--- src/rtl/isa_pkg.sv ---
// Shared ISA definitions for the operand-fetch stage: widths, instruction
// field positions and opcode decode helpers.
package isa_pkg;

  localparam int REG_W  = 16;
  localparam int NREG   = 16;
  localparam int ADDR_W = 4;

  localparam int OP_HI  = 15;
  localparam int OP_LO  = 12;
  localparam int RD_HI  = 11;
  localparam int RD_LO  = 8;
  localparam int RS1_HI = 7;
  localparam int RS1_LO = 4;
  localparam int RS2_HI = 3;
  localparam int RS2_LO = 0;

  // Ops 0-7 write rd.
  function automatic logic op_writes_rd(input logic [3:0] op);
    return ~op[3];
  endfunction

  // Ops C-F read rd as a third source.
  function automatic logic op_reads_rd(input logic [3:0] op);
    return (op[3:2] == 2'b11);
  endfunction

endpackage

--- src/rtl/reg_scoreboard.sv ---
// Pending-write scoreboard: one busy bit per register, set on issue of a
// writer and cleared by writeback; reports blocked flags for three addresses.
module reg_scoreboard
  import isa_pkg::*;
(
  input  logic              clk,
  input  logic              rst,
  input  logic              set_en,
  input  logic [ADDR_W-1:0] set_addr,
  input  logic              clr_en,
  input  logic [ADDR_W-1:0] clr_addr,
  input  logic [ADDR_W-1:0] q1_addr,
  input  logic [ADDR_W-1:0] q2_addr,
  input  logic [ADDR_W-1:0] q3_addr,
  output logic              q1_block,
  output logic              q2_block,
  output logic              q3_block,
  output logic [NREG-1:0]   busy
);

  localparam logic [NREG-1:0] ONE_HOT0 = {{(NREG-1){1'b0}}, 1'b1};

  logic [NREG-1:0] busy_r;
  logic [NREG-1:0] set_mask_s;
  logic [NREG-1:0] clr_mask_s;
  logic [NREG-1:0] busy_nxt_s;

  // Clear is applied before set so a same-register set/clear leaves it busy.
  always_comb begin
    set_mask_s = set_en ? (ONE_HOT0 << set_addr) : {NREG{1'b0}};
    clr_mask_s = clr_en ? (ONE_HOT0 << clr_addr) : {NREG{1'b0}};
    busy_nxt_s = (busy_r & ~clr_mask_s) | set_mask_s;
  end

  // Busy-bit state register.
  always_ff @(posedge clk or posedge rst) begin
    if (rst) begin
      busy_r <= {NREG{1'b0}};
    end else begin
      busy_r <= busy_nxt_s;
    end
  end

  // A register retiring this cycle is no longer a hazard: its value is bypassed.
  assign q1_block = busy_r[q1_addr] & ~(clr_en & (clr_addr == q1_addr));
  assign q2_block = busy_r[q2_addr] & ~(clr_en & (clr_addr == q2_addr));
  assign q3_block = busy_r[q3_addr] & ~(clr_en & (clr_addr == q3_addr));
  assign busy     = busy_r;

endmodule

--- src/rtl/operand_fetch.sv ---
// Decode/operand-fetch stage: drives the register file read ports, bypasses
// writeback data, stalls on scoreboard hazards and registers A/B/C operands.
module operand_fetch
  import isa_pkg::*;
(
  input  logic              clk,
  input  logic              rst,
  input  logic              in_valid,
  output logic              in_ready,
  input  logic [15:0]       in_instr,
  output logic [ADDR_W-1:0] rf_rn1,
  output logic [ADDR_W-1:0] rf_rn2,
  output logic [ADDR_W-1:0] rf_rn3,
  output logic              rf_read3,
  input  logic [REG_W-1:0]  rf_a,
  input  logic [REG_W-1:0]  rf_b,
  input  logic [REG_W-1:0]  rf_c,
  input  logic              wb_en,
  input  logic [ADDR_W-1:0] wb_addr,
  input  logic [REG_W-1:0]  wb_data,
  output logic              out_valid,
  input  logic              out_ready,
  output logic [3:0]        out_op,
  output logic [ADDR_W-1:0] out_rd,
  output logic              out_wr_en,
  output logic [REG_W-1:0]  out_a,
  output logic [REG_W-1:0]  out_b,
  output logic [REG_W-1:0]  out_c,
  output logic [15:0]       stall_cnt
);

  logic [3:0]        op_s;
  logic [ADDR_W-1:0] rd_s;
  logic [ADDR_W-1:0] rs1_s;
  logic [ADDR_W-1:0] rs2_s;
  logic              wr_en_s;
  logic              read3_s;
  logic [REG_W-1:0]  opa_s;
  logic [REG_W-1:0]  opb_s;
  logic [REG_W-1:0]  opc_s;
  logic              blk1_s;
  logic              blk2_s;
  logic              blk3_s;
  logic              hazard_s;
  logic              accept_s;
  logic [NREG-1:0]   busy_s;

  logic              out_valid_r;
  logic [3:0]        out_op_r;
  logic [ADDR_W-1:0] out_rd_r;
  logic              out_wr_en_r;
  logic [REG_W-1:0]  out_a_r;
  logic [REG_W-1:0]  out_b_r;
  logic [REG_W-1:0]  out_c_r;
  logic [15:0]       stall_cnt_r;

  assign op_s    = in_instr[OP_HI:OP_LO];
  assign rd_s    = in_instr[RD_HI:RD_LO];
  assign rs1_s   = in_instr[RS1_HI:RS1_LO];
  assign rs2_s   = in_instr[RS2_HI:RS2_LO];
  assign wr_en_s = op_writes_rd(op_s);
  assign read3_s = op_reads_rd(op_s);

  assign rf_rn1   = rs1_s;
  assign rf_rn2   = rs2_s;
  assign rf_rn3   = rd_s;
  assign rf_read3 = read3_s;

  // The register file returns the pre-write value during a write cycle.
  assign opa_s = (wb_en && (wb_addr == rs1_s)) ? wb_data : rf_a;
  assign opb_s = (wb_en && (wb_addr == rs2_s)) ? wb_data : rf_b;
  assign opc_s = !read3_s ? {REG_W{1'b0}}
               : ((wb_en && (wb_addr == rd_s)) ? wb_data : rf_c);

  reg_scoreboard u_scoreboard (
    .clk      (clk),
    .rst      (rst),
    .set_en   (accept_s & wr_en_s),
    .set_addr (rd_s),
    .clr_en   (wb_en),
    .clr_addr (wb_addr),
    .q1_addr  (rs1_s),
    .q2_addr  (rs2_s),
    .q3_addr  (rd_s),
    .q1_block (blk1_s),
    .q2_block (blk2_s),
    .q3_block (blk3_s),
    .busy     (busy_s)
  );

  // The rd query serves both the third-source RAW check and the WAW check.
  assign hazard_s = blk1_s | blk2_s | ((read3_s | wr_en_s) & blk3_s);
  assign in_ready = (~out_valid_r | out_ready) & ~hazard_s;
  assign accept_s = in_valid & in_ready;

  // Output pipeline register: load on accept, drain when consumed, else hold.
  always_ff @(posedge clk or posedge rst) begin
    if (rst) begin
      out_valid_r <= 1'b0;
      out_op_r    <= 4'h0;
      out_rd_r    <= {ADDR_W{1'b0}};
      out_wr_en_r <= 1'b0;
      out_a_r     <= {REG_W{1'b0}};
      out_b_r     <= {REG_W{1'b0}};
      out_c_r     <= {REG_W{1'b0}};
    end else if (accept_s) begin
      out_valid_r <= 1'b1;
      out_op_r    <= op_s;
      out_rd_r    <= rd_s;
      out_wr_en_r <= wr_en_s;
      out_a_r     <= opa_s;
      out_b_r     <= opb_s;
      out_c_r     <= opc_s;
    end else if (out_ready) begin
      out_valid_r <= 1'b0;
    end else begin
      out_valid_r <= out_valid_r;
    end
  end

  // Saturating count of cycles a valid instruction is held by a hazard.
  always_ff @(posedge clk or posedge rst) begin
    if (rst) begin
      stall_cnt_r <= 16'h0000;
    end else if (in_valid && hazard_s && (stall_cnt_r != 16'hFFFF)) begin
      stall_cnt_r <= stall_cnt_r + 16'h0001;
    end else begin
      stall_cnt_r <= stall_cnt_r;
    end
  end

  assign out_valid = out_valid_r;
  assign out_op    = out_op_r;
  assign out_rd    = out_rd_r;
  assign out_wr_en = out_wr_en_r;
  assign out_a     = out_a_r;
  assign out_b     = out_b_r;
  assign out_c     = out_c_r;
  assign stall_cnt = stall_cnt_r;

  // Keep the full busy vector visible on the scoreboard instance.
  logic unused_busy_s;
  assign unused_busy_s = ^busy_s;

endmodule

--- config.mk ---
export PLATFORM = sky130hd
export DESIGN_NAME = operand_fetch
export DESIGN_NICKNAME = d
export VERILOG_FILES = /design/src/rtl/isa_pkg.sv /design/src/rtl/reg_scoreboard.sv /design/src/rtl/operand_fetch.sv
export SDC_FILE = /design/constraint.sdc
export NUM_CORES = 1
export LEC_CHECK = 0
export ABC_CLOCK_PERIOD_IN_PS = 2900
export CORE_UTILIZATION = 42
export CTS_BUF_LIST = sky130_fd_sc_hd__clkbuf_16
export DETAILED_ROUTE_END_ITERATION = 8
export GPL_TIMING_DRIVEN = 0
export PLACE_DENSITY = 0.78
export REMOVE_ABC_BUFFERS = 1
export SETUP_SLACK_MARGIN = 0.5
export SLEW_MARGIN = 40
export SYNTH_ARGS = -nofsm -noshare
export SYNTH_HDL_FRONTEND = slang
export SYNTH_SLANG_ARGS = --single-unit
--- constraint.sdc ---
create_clock -name clk -period 2.9 [get_ports clk]
set_input_delay 0.58 -clock clk [delete_from_list [all_inputs] [get_ports clk]]
set_output_delay 0.58 -clock clk [all_outputs]
set_load 0.03 [all_outputs]
Yosys cells after proc, flatten, opt, wreduce, memory -nomap -nowiden
Cells that the tools add are included.
Operators by class
  add/subtract/negate cells: 1
  magnitude comparators: 3
  equal/unequal tests: 5
  shift-type cells: 2
  muxes and demuxes: 14
  bitwise operators: 23
  reductions and logical operators: 6
Operator list (number)
  2-to-1 mux 16 bit: 6
  << shifter 1 x 4 -> 16 bit (first input constant): 2
  adder 16 x 1 -> 16 bit (second input constant): 1
  bitwise AND 16 bit: 1
  != test 16 bit (second input constant): 1
  NOT 16 bit: 1
  OR 16 bit: 1
  < comparator 4 x 5 -> 1 bit (second input constant): 3
  binary-select mux 1 bit (select 4 bit): 3
  equality test 4 bit: 3
  bitwise AND 1 bit: 10
  NOT 1 bit: 6
  logical AND 1 bit: 5
  2-to-1 mux 1 bit: 5
  OR 1 bit: 4
  equality test 2 bit (second input constant): 1
  nonzero test 2 bit: 1
Word-level totals
  bits in registers: 90
  input port bits: 89
  output and inout port bits: 88
  logic and storage cells: 63

Logic depth before layout (Yosys ltp)
  depth in word-level cells: 12
  depth in mapped cells: 10
  mapped depth without buffers: 7

Modules after synthesis
A second synthesis with hierarchy kept.
Second synthesis, totals
  cell total of the unflattened synthesis: 450
  area total of the unflattened synthesis: 4956.0 µm²
By module, submodules not included
  operand_fetch: instances 1, cells each 339, area an instance 3692.3 µm², seq. area each 1851.8 µm²
  reg_scoreboard: instances 1, cells each 111, area an instance 1263.7 µm², seq. area each 400.4 µm²

Worst setup path before layout
No wires, ideal clock.
  kind: input -> register
  start point: input in_instr[5]
  end point: register out_a_r[8], in the netlist out_a[8]
  arrival time: 2.896 ns
  slack: -0.124 ns
  stages on the path: 10
  buffers on the path: 3
  cell sequence: buf_2 mux4_2 mux4_2 clkinv_1 o32a_1 and3_4 and2_4 buf_12 buf_12 mux2_1
On the way
  cells in the longest elaborated chain, start to end: 9
RTL lines
  start: declaration: line operand_fetch.sv:10  | input logic [15:0] in_instr,
  parallel branches: the longest is 3 deep, another holds binary-select mux 1 bit (select 4 bit)
  bitwise AND 1 bit *: line reg_scoreboard.sv:45  | assign q1_block = busy_r[q1_addr] & ~(clr_en & (clr_addr == q1_addr));
  OR 1 bit * (2 in series): line operand_fetch.sv:92  | assign hazard_s = blk1_s | blk2_s | ((read3_s | wr_en_s) & blk3_s);
  NOT 1 bit *: line operand_fetch.sv:93  | assign in_ready = (~out_valid_r | out_ready) & ~hazard_s;
  bitwise AND 1 bit *: line operand_fetch.sv:93
  net in_ready: line operand_fetch.sv:9  | output logic in_ready,
  bitwise AND 1 bit *: line operand_fetch.sv:94  | assign accept_s = in_valid & in_ready;
  end signal: assignment: line operand_fetch.sv:103  | out_a_r <= {REG_W{1'b0}};
  end signal: assignment: line operand_fetch.sv:111  | out_a_r <= opa_s;
  end: declaration: line operand_fetch.sv:52  | logic [REG_W-1:0] out_a_r;
Mark *: on every way through the listed nets, which the timed path passes. The select of a mux whose other input is x is not followed.
A chain may end at the register's enable or synchronous reset.

Worst setup path after layout
  start point: register u_scoreboard.busy_r[12], in the netlist u_scoreboard.busy[12]
  end point: output in_ready
On the way
  cells in the longest elaborated chain, start to end: 7
RTL lines
  start: declaration: line reg_scoreboard.sv:23  | logic [NREG-1:0] busy_r;
  start signal: assignment: line reg_scoreboard.sv:38  | busy_r <= {NREG{1'b0}};
  start signal: assignment: line reg_scoreboard.sv:40  | busy_r <= busy_nxt_s;
  binary-select mux 1 bit (select 4 bit) (on tied branches): line reg_scoreboard.sv:45, reg_scoreboard.sv:46, reg_scoreboard.sv:47
  2-to-1 mux 1 bit (on tied branches): line reg_scoreboard.sv:45, reg_scoreboard.sv:46, reg_scoreboard.sv:47
  bitwise AND 1 bit (on tied branches): line reg_scoreboard.sv:45, reg_scoreboard.sv:46, reg_scoreboard.sv:47
  OR 1 bit or bitwise AND 1 bit (tied branches): line operand_fetch.sv:92
  OR 1 bit *: line operand_fetch.sv:92
  NOT 1 bit *: line operand_fetch.sv:93
  bitwise AND 1 bit *: line operand_fetch.sv:93
  end: declaration: line operand_fetch.sv:9
Every way passes the cells marked *; elsewhere a longest branch is shown, timed or not. The select of a mux whose other input is x is not followed.

==> summary.md <==
| Metric | Value |
|---|---|
| Critical-path maximum fanout | `4` |
| Post-Syn Area | `5306 um2` |
| Buf/Inv on CP | `2` |
| Setup slack at placement | `-1.222 ns` |
| Root Buffer Master | `clkbuf_16` |
| WP data required | `around 2.3 ns` |
| Area of placed instances | `about 7000 um2` |
| Int Power | `4.323 mW` |
| Initial Utilization | `0.4363` |
| Synth top cells by count | `90 x dfrtp_1, 45 x mux2_4, 39 x mux2_2, 20 x mux2i_1, 17 x nor2_1` |
| Fmax | `345.5 MHz` |
| Synth top area share | `0.4244` |
| CP most frequent cell | `mux4_2` |
| Synth Area in Adders | `0.002358` |
| WP data arrival | `2.31 ns` |
| Seq cells post-synth | `90` |
| Clock Pin Slew Worst Setup and Hold Paths | `0.06 ns` |
| Final hold vios | `0` |
| Core area | `around 12000 um2` |
| Final period util | `0.9981` |
| Buffers on Ports | `176` |
| Row Count | `40` |
| Sequential fraction of the synthesis area | `0.4244` |
| Clk_skew | `0.005790 ns` |
| Vias per inst | `5.341` |
| Final GP Congestion | `0.8740` |
| Slowest-stage cell, CP | `mux4_2` |
| Final min period | `2.895 ns` |
| Max Transition Viols Final | `0` |
| Max-cap violations | `0` |
| CP Cell Sequence | `mux4_2 > mux4_2 > clkinv_1 > o32a_1 > and3_4 > buf_6` |
| Critical Path Sink Type | `output port` |
| Power Density | `863.0 nW/um2` |
| RSZ-0062 raised after global routing | `true` |
| Die Y | `114.4 um` |
| Top Family by Delay on Critical Path | `multiplexers` |
| Main combinational cell family by area after synthesis | `multiplexers` |
| Main synth FF type | `dfrtp_1` |
| Worst-Margin Slew | `about 0.62 ns` |
| Gr usage total | `0.2419` |
| Final HPWL DP | `9.988 mm` |
| Num CTS Buffers | `9` |
| First-pass DRT Iterations | `4` |
| Detailed-route DRC error count | `0` |
| FILL cells | `931` |
| Min-delay src | `stall_cnt[4]` |
| Compound-gate portion of the synthesized area | `0.07003` |
| Synth Area in Simple Gates | `0.08041` |
| Final ANT Viol Nets | `0` |
| Initial antenna violation count | `0` |
| Switching Share | `0.3694` |
| Synthesized area per cell | `13.40 um2` |
| Worst setup SP type | `flop` |
| Post-synthesis mux area share | `0.3178` |
| Iter 0 DRT Violations | `176` |
| Global route overflow | `0` |
| Final Cell Area | `7944 um2` |
| Sw Pwr | `2.533 mW` |
| Setup ws final | `roughly 0.0054 ns` |
| # nets final | `676` |
| Die area | `13090 um2` |
| Largest net degree at the start of global routing | `49` |
| H-Tree Depth | `3` |
| Outcome | `finished clean` |
| Flop pwr share | `0.293` |
| Hold-fix buffers, CTS | `0` |
| Worst VDD drop | `0.4845 mV` |
| Most common cell in the netlist | `dfrtp_1` |
| Leak | `~3.4 nW` |
| Worst setup path start | `u_scoreboard.busy[12]` |
| Routed len/inst | `around 20 um` |
| Layout area overhead | `49.71%` |
| Netlist cell types | `40` |
| Yosys warnings | `0` |
| Layout cells sized above 1 | `0.3384` |
| Final setup fails | `0` |
| Top post-synthesis cells by area | `dfrtp_1 42%, mux2_4 13%, mux2_2 8.3%` |
| Post-layout util | `0.6532` |
| Die W | `around 110 um` |
| Vias in the first global route | `roughly 4300` |
| WL final | `15.25 mm` |
| Cell taking the most area after synthesis | `dfrtp_1` |
| FFs w/ async S/R, synth | `1.000` |
| Worst-Skew Late Latency | `0.35 ns` |
| CP Class | `reg -> out` |
| IO Count | `~180` |
| Diode count | `0` |
| Comb power frac | `0.525` |
| Slowest stage delay, CP | `a little under 0.5 ns` |
| CTS tree | `yes` |
| Clock tree buffer depth | `2` |
| HP Class | `reg -> reg` |
| Cells after synthesis | `396` |
| Max_slew headroom | `0.5898` |
| EDFF count, synth | `0` |
| Synth Area in XOR/XNOR | `0.04291` |
| First-pass GRT wire length | `23.65 mm` |
| Sink Count | `90` |
| Worst R2R Start | `u_scoreboard.busy[12]` |
| Total number of vias | `4054` |
| Clk pwr share | `0.183` |
==> power by group through the flow <==
stage / registers, mW / clock network (mW) / logic, mW
final: 2.01 / 1.25 / 3.60
after detailed placement: 2.02 / 0 / 3.10
after global placement: 1.99 / 0 / 3.05
after CTS: 2.00 / 1.28 / 3.53
after floorplan: 2.78 / 0 / 1.05
after global routing: 2.06 / 1.34 / 3.76
==> cells in the final DEF, fill, tap and decap left out, types with 3 or more instances in the layout <==
cell type and n:
nand2_8 4, clkbuf_16 10, nand3_1 7, o21ai_0 16
and3_1 3, mux4_2 13, buf_12 4, nand2b_1 6
o41ai_2 10, or2_2 3, buf_4 20, o41ai_4 6
nor4_4 3, xor2_1 9, mux2_2 36, nand4_1 9
clkdlybuf4s50_1 154, mux2_4 55, dlygate4sd2_1 7, nand2_1 12
nor2_1 17, buf_2 4, mux2i_1 20, and2_1 3
dfrtp_1 90, and2_4 4, xnor2_1 15, buf_6 6
inv_1 7, buf_16 5
==> per-layer routing <==
metal / wire length (um) / up-vias / GRT usage
met5: 0 / - / 0
met4: 392 / 0 / 0.1160
li1: - / 1824 / -
met1: 6219 / 2027 / 0.2848
met3: 907 / 33 / 0.05453
met2: 7736 / 170 / 0.4182
==> flip-flops by register name (all words and copies together), names as in the netlist <==
| signal | flops |
|---|---|
| out_a | 16 |
| out_rd | 4 |
| u_scoreboard.busy | 16 |
| out_wr_en | 1 |
| out_c | 16 |
| stall_cnt | 16 |
| out_valid | 1 |
| out_b | 16 |
| out_op | 4 |
==> kinds of logic (layout without fill, tap and decap cells) <==
family,Yosys count,in the layout
XOR/XNOR,26,26
AND/OR/NAND/NOR,76,81
adder cells (fa/ha/maj),1,1
flip-flops,90,90
AO/OA/AOI/OAI,36,36
buffers and inverters,43,233
multiplexers,124,124
==> cell type report <==
| class | instances | area [um2] | share of cell area |
|---|---|---|---|
| inverter | 7 | 31.28 | 0.003938 |
| clock buffer | 9 | 225.2 | 0.02835 |
| timing repair buffer | 210 | 2163 | 0.2723 |
| sequential | 90 | 2252 | 0.2835 |
| multi-input combinational | 268 | 2977 | 0.3747 |
| tap | 168 | 210.2 | 0.02646 |
| clock inverter | 7 | 85.08 | 0.01071 |
==> through the flow <==
| stage | setup TNS, ns | cells | hold slack [ns] | power, mW |
|---|---|---|---|---|
| 2_1_floorplan | -61.24 | 360 | 0.5141 | 3.834 |
| 3_3_place_gp | -375.42 | 704 | 0.4686 | 5.037 |
| 3_5_place_dp | -82.70 | 713 | 0.4759 | 5.124 |
| 4_1_cts | -0.005036 | 754 | 0.5001 | 6.810 |
| 5_1_grt | -0.4913 | 759 | 0.5086 | 7.154 |
| 6_report | 0 | 759 | 0.4931 | 6.856 |
==> timing repair <==
action                                  in CTS  in global routing
gates cloned                                 8                  1
resized for setup                           88                 19
setup buffers                               17                  4
pin swaps                                   21                  1
endpoints found under the setup margin     104                 91
==> worst paths after layout <==
| kind | depth (start not counted) | slack, ns | endpoint |
|---|---|---|---|
| worst max-delay path | 6 | 0.005 | in_ready |
| worst min-delay path | 1 | 0.49 | stall_cnt[4] |
| worst max register to register | 10 | 0.03 | out_c[10] |
| worst min register to register | 1 | 0.49 | stall_cnt[4] |
| max in group asynchronous | 3 | 1.71 | u_scoreboard.busy[8] |
| min in group asynchronous | 2 | 0.61 | out_op[0] |
No activity file was read; power rests on OpenSTA's default activity.
